`config.mk`:
```
export PLATFORM = sky130hd
export DESIGN_NAME = pmem_line_adapter_flat
export DESIGN_NICKNAME = d
export VERILOG_FILES = /design/src/rtl/pmem_line_adapter_if.sv /design/src/rtl/pmem_line_adapter.sv /design/src/flat_wrapper.sv
export SDC_FILE = /design/constraint.sdc
export NUM_CORES = 1
export LEC_CHECK = 0
export ABC_AREA = 1
export BUFFER_PORTS_ARGS = -buffer_cell sky130_fd_sc_hd__buf_4
export CAP_MARGIN = 15
export CORE_MARGIN = 2
export CORE_UTILIZATION = 40
export CTS_CLUSTER_SIZE = 8
export DETAILED_ROUTE_END_ITERATION = 12
export SLEW_MARGIN = 20
export SYNTH_ARGS = -nofsm -noshare
export SYNTH_HDL_FRONTEND = slang
export SYNTH_SLANG_ARGS = --single-unit
```
`constraint.sdc`:
```
create_clock -name clk -period 2.67 [get_ports clk]
set_input_delay 0.267 -clock clk [delete_from_list [all_inputs] [get_ports clk]]
set_output_delay 0.267 -clock clk [all_outputs]
set_load 0.01 [all_outputs]
```
`src/rtl/pmem_line_adapter_if.sv`:
```
// Cache-side line request signals and memory-side beat bus of the line adapter.
// The slave modport is the adapter's view; master is the cache/memory environment.
interface pmem_line_adapter_if #(
  parameter int unsigned LINE_WIDTH = 128,
  parameter int unsigned BEAT_WIDTH = 16,
  parameter int unsigned ADDR_WIDTH = 16
);
  logic                  pmem_read;
  logic                  pmem_write;
  logic [ADDR_WIDTH-1:0] pmem_address;
  logic [LINE_WIDTH-1:0] pmem_wdata;
  logic [LINE_WIDTH-1:0] pmem_rdata;
  logic                  pmem_resp;
  logic                  bus_req;
  logic                  bus_we;
  logic [ADDR_WIDTH-1:0] bus_addr;
  logic [BEAT_WIDTH-1:0] bus_wdata;
  logic [BEAT_WIDTH-1:0] bus_rdata;
  logic                  bus_ready;

  modport master (
    output pmem_read, pmem_write, pmem_address, pmem_wdata, bus_rdata, bus_ready,
    input  pmem_rdata, pmem_resp, bus_req, bus_we, bus_addr, bus_wdata
  );

  modport slave (
    input  pmem_read, pmem_write, pmem_address, pmem_wdata, bus_rdata, bus_ready,
    output pmem_rdata, pmem_resp, bus_req, bus_we, bus_addr, bus_wdata
  );
endinterface

```
`src/rtl/pmem_line_adapter.sv`:
```
// Splits one cache-line read/write-back into a burst of narrow beats on the memory bus
// and returns a single-cycle pmem_resp once the whole line has moved.
module pmem_line_adapter #(
  parameter int unsigned LINE_WIDTH = 128,
  parameter int unsigned BEAT_WIDTH = 16,
  parameter int unsigned ADDR_WIDTH = 16
) (
  input logic               clk,
  input logic               reset_n,
  pmem_line_adapter_if.slave pmem
);
  localparam int unsigned BEATS    = LINE_WIDTH / BEAT_WIDTH;
  localparam int unsigned CNT_W    = $clog2(BEATS);
  localparam int unsigned BEAT_LSB = $clog2(BEAT_WIDTH / 8);
  localparam int unsigned LINE_LSB = CNT_W + BEAT_LSB;
  localparam int unsigned TAG_W    = ADDR_WIDTH - LINE_LSB;

  typedef enum logic [1:0] {IDLE, XFER, DONE} state_e;

  state_e                         state_q, state_d;
  logic [CNT_W-1:0]               cnt_q, cnt_d;
  logic [TAG_W-1:0]               line_q, line_d;
  logic                           we_q, we_d;
  logic [BEATS-1:0][BEAT_WIDTH-1:0] wbuf_q, wbuf_d;
  logic [BEATS-1:0][BEAT_WIDTH-1:0] rbuf_q, rbuf_d;
  logic                           last_beat;

  assign last_beat = (cnt_q == CNT_W'(BEATS - 1));

  always_ff @(posedge clk) begin
    if (!reset_n) begin
      state_q <= IDLE;
      cnt_q   <= '0;
      line_q  <= '0;
      we_q    <= 1'b0;
      wbuf_q  <= '0;
      rbuf_q  <= '0;
    end else begin
      state_q <= state_d;
      cnt_q   <= cnt_d;
      line_q  <= line_d;
      we_q    <= we_d;
      wbuf_q  <= wbuf_d;
      rbuf_q  <= rbuf_d;
    end
  end

  always_comb begin
    state_d = state_q;
    cnt_d   = cnt_q;
    line_d  = line_q;
    we_d    = we_q;
    wbuf_d  = wbuf_q;
    rbuf_d  = rbuf_q;

    pmem.bus_req   = 1'b0;
    pmem.bus_we    = 1'b0;
    pmem.bus_addr  = '0;
    pmem.bus_wdata = '0;
    pmem.pmem_resp = 1'b0;

    unique case (state_q)
      IDLE: begin
        // A simultaneous read+write is treated as a write: eviction goes out before refill.
        if (pmem.pmem_read || pmem.pmem_write) begin
          line_d  = pmem.pmem_address[ADDR_WIDTH-1:LINE_LSB];
          wbuf_d  = pmem.pmem_wdata;
          we_d    = pmem.pmem_write;
          cnt_d   = '0;
          state_d = XFER;
        end
      end
      XFER: begin
        pmem.bus_req   = 1'b1;
        pmem.bus_we    = we_q;
        pmem.bus_addr  = {line_q, cnt_q, {BEAT_LSB{1'b0}}};
        pmem.bus_wdata = wbuf_q[cnt_q];
        if (pmem.bus_ready) begin
          if (!we_q) begin
            rbuf_d[cnt_q] = pmem.bus_rdata;
          end
          if (last_beat) begin
            cnt_d   = '0;
            state_d = DONE;
          end else begin
            cnt_d = cnt_q + 1'b1;
          end
        end
      end
      DONE: begin
        pmem.pmem_resp = 1'b1;
        state_d        = IDLE;
      end
      default: state_d = IDLE;
    endcase
  end

  assign pmem.pmem_rdata = rbuf_q;
endmodule
```
`src/flat_wrapper.sv`:
```
// flat-port wrapper written by rule: the top's interface ports become plain ports
module pmem_line_adapter_flat 
#(
  parameter int unsigned LINE_WIDTH = 128,
  parameter int unsigned BEAT_WIDTH = 16,
  parameter int unsigned ADDR_WIDTH = 16
)
  (clk, reset_n, pmem_pmem_read, pmem_pmem_write, pmem_pmem_address, pmem_pmem_wdata, pmem_bus_rdata, pmem_bus_ready, pmem_pmem_rdata, pmem_pmem_resp, pmem_bus_req, pmem_bus_we, pmem_bus_addr, pmem_bus_wdata);
  pmem_line_adapter_if #(.LINE_WIDTH(LINE_WIDTH), .BEAT_WIDTH(BEAT_WIDTH), .ADDR_WIDTH(ADDR_WIDTH)) pmem_i ();
  input logic clk;
  input logic reset_n;
  input wire logic [$bits(pmem_i.pmem_read)-1:0] pmem_pmem_read;
  input wire logic [$bits(pmem_i.pmem_write)-1:0] pmem_pmem_write;
  input wire logic [$bits(pmem_i.pmem_address)-1:0] pmem_pmem_address;
  input wire logic [$bits(pmem_i.pmem_wdata)-1:0] pmem_pmem_wdata;
  input wire logic [$bits(pmem_i.bus_rdata)-1:0] pmem_bus_rdata;
  input wire logic [$bits(pmem_i.bus_ready)-1:0] pmem_bus_ready;
  output wire logic [$bits(pmem_i.pmem_rdata)-1:0] pmem_pmem_rdata;
  output wire logic [$bits(pmem_i.pmem_resp)-1:0] pmem_pmem_resp;
  output wire logic [$bits(pmem_i.bus_req)-1:0] pmem_bus_req;
  output wire logic [$bits(pmem_i.bus_we)-1:0] pmem_bus_we;
  output wire logic [$bits(pmem_i.bus_addr)-1:0] pmem_bus_addr;
  output wire logic [$bits(pmem_i.bus_wdata)-1:0] pmem_bus_wdata;
  assign pmem_i.pmem_read = pmem_pmem_read;
  assign pmem_i.pmem_write = pmem_pmem_write;
  assign pmem_i.pmem_address = pmem_pmem_address;
  assign pmem_i.pmem_wdata = pmem_pmem_wdata;
  assign pmem_i.bus_rdata = pmem_bus_rdata;
  assign pmem_i.bus_ready = pmem_bus_ready;
  assign pmem_pmem_rdata = pmem_i.pmem_rdata;
  assign pmem_pmem_resp = pmem_i.pmem_resp;
  assign pmem_bus_req = pmem_i.bus_req;
  assign pmem_bus_we = pmem_i.bus_we;
  assign pmem_bus_addr = pmem_i.bus_addr;
  assign pmem_bus_wdata = pmem_i.bus_wdata;
  pmem_line_adapter #(.LINE_WIDTH(LINE_WIDTH), .BEAT_WIDTH(BEAT_WIDTH), .ADDR_WIDTH(ADDR_WIDTH)) u_core (.clk(clk), .reset_n(reset_n), .pmem(pmem_i));
endmodule
```
* Word level (Yosys, flattened, before mapping)
Index checks and enable logic that the tools add are counted.
Word-level totals: logic and storage cells 56, register bits 274, output and inout port bits 163
Cells by class: bitwise operators 1, multiplexer cells 18, equal/unequal tests 6, reductions and logical operators 8, add/sub/neg operators 1, order comparisons 2
Operators with widths (number):
- $bwmux 128 | 1
- $mux 16 | 4
- $bmux 16 s3 | 1
- $demux 16 s3 | 1
- $mux 3 | 3
- $reduce_and 3->1 | 3
- $mux 2 | 3
- $pmux 3 s2 | 1
- $lt 3x4->1 const B | 1
- $ne 2x1->1 const B | 2
- $pmux 2 s2 | 1
- $add 3x1->3 const B | 1
- $eq 3x3->1 const B | 1
- $ge 3x1->1 const B | 1
- $mux 1 | 3
- $eq 2x1->1 const B | 1
- $eq 2x2->1 const B | 1
- $logic_not 2->1 | 1
- $ne 2x2->1 const B | 1
- $reduce_and 2->1 | 1
- $reduce_bool 2->1 | 1
- $logic_and 1x1->1 | 1
- $logic_or 1x1->1 | 1
- $not 1->1 | 1

* Depth between registers and ports, before layout
word-level depth 5, depth in mapped cells 10

* Worst setup path after synthesis
No wires, ideal clock.
path type register to output, start point register u_core.cnt_q[0], end point output port pmem_bus_wdata[10], cell stages (with the launch flop) 10, buffers on the path 3, required time 2.403 ns, data arrival time 1.400 ns, setup slack 1.003 ns, cells stage by stage dfxtp_1 buf_4 buf_2 clkbuf_1 nand2_1 nand2_1 nand2_1 nand2_1 nand2_1 a21oi_1
On the way: word-level cells in the longest chain between the ends 3
Ends and longest elaborated chain:
- start: declaration | RTL line pmem_line_adapter.sv:21 | logic [CNT_W-1:0] cnt_q, cnt_d;
- start signal: assignment | RTL line pmem_line_adapter.sv:40 | cnt_q <= cnt_d;
- $bmux 16 s3 | RTL line pmem_line_adapter.sv:77 | pmem.bus_wdata = wbuf_q[cnt_q];
- $mux 16 (implied by the code) | RTL line pmem_line_adapter.sv:77
- $mux 16 | RTL line pmem_line_adapter.sv:62 | unique case (state_q)
- end: declaration | RTL line flat_wrapper.sv:23 | output wire logic [$bits(pmem_i.bus_wdata)-1:0] pmem_bus_wdata;
Every way passes these cells. The select of a mux whose other input is x is not followed.

* Worst setup path in the final report
start point register u_core.cnt_q[1], end point output port pmem_bus_wdata[5]
Same word-level chain as after synthesis.

==> impl_metrics.ini <==
[place]
numPortBuffers = 322
dpl_worst_slack_ns = 0.7492
dp_hpwl_um = 25090
globalplace.congestion = 0.8159

[clock_tree]
clk_latency_ns = 0.52
h-tree-depth = 2
clock_sinks = 274
cts_buffers = 40
hold_buffers = 0
clk_pin_slew_ns = 0.05
cts_resized = 0
max-clock-path-buffers = 3
cts_tree = yes
cts_setup_buffers = 0
cts-root-buf = clkbuf_16

[floorplan]
core_area_sq_mm = 0.02870
die_area_sq_mm = 0.03059
io_pins = 328
fp.dieH_um = 174.9
die_x_um = 174.9
std_cell_rows = 62
start_util = 0.4070

[route]
initialDrtViolationCount = 911
drc_errors = 0
viasPerCell = 4.896
topRoutingLayerUsed = met5
num_vias = 11740
wl_met3_um = 2555
wl_per_cell_um = 15.84
dr_wl_met2_um = 17500
ant_nets = 0
finalWirelength_um = 37990
wl_met1_um = 16970
drt-pass1-iter-count = 5

[hold_path]
hp-start = pmem_pmem_wdata[50]
hold_end = u_core.wbuf_q[50]
hold_path.class = primary input to flop
min_path_cells = 3

[critical_path]
reg2reg_depth = 7
crit_top_cell = nand2_1
arrival_ns = 2.18
cpPeakStageDelay_ns = 0.46
reg2reg_from = u_core.state_q[0]
critPathRequiredTime_ns = 2.40
endpoint_kind = primary output
path_buf_inv = 2
path_cells = buf_4 -> nand2_1 -> nand2_1 -> nand2_1 -> a21oi_1 -> buf_4
worstReg2RegEnd = u_core.pmem.pmem_rdata[33]
worst-r2r-setup-slack_ns = 0.73
critPathLaunchType = flop
cp_top_family = buffers and inverters
slowest_stage = dfxtp_1
worstSetupPathType = flop to primary output
cp.depth = 6
cp_max_fo = 33

[grt]
grt_pass1_vias = 10870
grt_pass1_wl_um = 59130
track_usage = 0.2418
grt_max_degree = 141
antenna_found_initial = 1
grt-ovfl-total = 0

[sta]
maxSlewHeadroom = 0.4955
fin_skew_ns = 0.009662
fin_crit_sh = 0.9160
finalSetupTns_ns = 0
slew_violations = 0
timing.final.hold_violations = 0
finalSetupViolCount = 0
max_freq_ghz = 0.4089
finalCriticalPeriod_ns = 2.446
setup_slack_ns = 0.2242
rsz0062_at_grt = no
tightest_slew_ns = 0.7549

[synthesis]
ys_seq_area_frac = 0.4695
synth_seq_cells = 274
synth_cell_types = 19
synth_largest_area_cell = dfxtp_1
synth.top_cells.by_area = dfxtp_1 47%, nand2_1 23%, nor2_1 8.9%
syn_area_sq_mm = 0.01168
synth_area_per_cell_sq_um = 6.642
syn_nets = 1926
syn_inst = 1759
yosys_warnings = 0
synth_top_area_share = 0.4695

[cells_and_area]
final_cell_mix = 711 x nand2_1, 332 x buf_4, 275 x nor2_1
final_common_cell = nand2_1
drive_gt1_frac = 0.1991
diodes = 0
area_growth_pct = 30.84
nFillCells = 2883
final_nets = 2178

[power]
leakagePower_nw = 7.044
p_per_area_mw_per_mm2 = 669.9
max-vdd-ir-drop_v = 0.0004382
finalPower_w = 0.01024

[run_status]
outcome = finished clean

[job]
drv_cap = 0
-- synth_stat cells --
| cell type | number |
|---|---|
| nand2_1 | 713 |
| nor2_1 | 276 |
| dfxtp_1 | 274 |
| a21oi_1 | 161 |
| nand3_1 | 136 |
| clkbuf_1 | 67 |
| inv_1 | 37 |
| buf_4 | 27 |
| buf_2 | 23 |
| o21ai_0 | 15 |
| buf_1 | 12 |
| nor2_4 | 9 |
| ha_1 | 2 |
| inv_2 | 2 |
| clkinv_1 | 1 |
| conb_1 | 1 |
| nand3_4 | 1 |
| nor3_1 | 1 |
| nor4_1 | 1 |
-- state kept, by name (all words and copies together) (netlist names) --
signal / count
u_core.pmem.pmem_rdata: 128
u_core.state_q: 2
u_core.line_q: 12
u_core.cnt_q: 3
u_core.wbuf_q: 128
u_core.we_q: 1
-- worst min-delay path: cells and delay by family --
kind	cells	cell delay (ns)
and+or+nand+nor	1	0.07
buffers and inverters	1	0.11
AOI/OAI and AO/OA	1	0.06
-- logic make-up after synthesis --
family	count (synthesis)	synth area share
simple gates	1137	0.3872
flops	274	0.4695
compound gates	176	0.07540
buf+inv	169	0.06544
fa+ha+maj	2	0.002142
other cells	1	0.0003210
-- routing by layer --
metal  vias to the layer above  GRT usage
li1                       5957          -
met2                       399     0.3986
met4                         2    0.06979
met5                         -          0
met1                      5309     0.3221
met3                        73    0.04721
-- through the flow --
stage	util	instance area, sq um	hold WS, ns	std cells
after global routing	0.5326	15290	0.01306	2398
after detailed placement	0.4950	14210	0.4488	2353
after floorplan	-	11680	0.4031	1759
after CTS	0.5326	15290	0.01909	2398
final	0.5326	15290	0.03118	2398
after global placement	0.4950	14210	0.4398	2353
-- worst max path at each step --
stage,slack (ns),from,endpoint
after floorplan,1.00,u_core.cnt_q[0],pmem_bus_wdata[10]
after global placement,0.75,u_core.cnt_q[1],pmem_bus_wdata[5]
after detailed placement,0.75,u_core.state_q[0],u_core.pmem.pmem_rdata[33]
after CTS,0.21,u_core.cnt_q[1],pmem_bus_wdata[5]
after global routing,0.12,u_core.cnt_q[0],pmem_bus_wdata[11]
final,0.22,u_core.cnt_q[1],pmem_bus_wdata[5]
-- final cells by class --
cell class              count  area (sq um)  share of cell area
multi-input cells        1316          5455              0.3569
clock inverters             2         23.77            0.001555
clock buffers              43          1055             0.06900
inverters                  40         152.6            0.009986
well taps                 384         480.5             0.03143
flip-flops and latches    274          5487              0.3589
repair buffers            339          2633              0.1722
-- report_power, final --
part	leakage, nW	internal, W	total, W	switching [W]
Sequential	2.24	0.00430	0.00440	0.000100
Combinational	4.28	0.000523	0.00137	0.000843
Clock	0.526	0.00275	0.00447	0.00172
Total	7.04	0.00758	0.0102	0.00266
(Power assumes the default switching activity.)
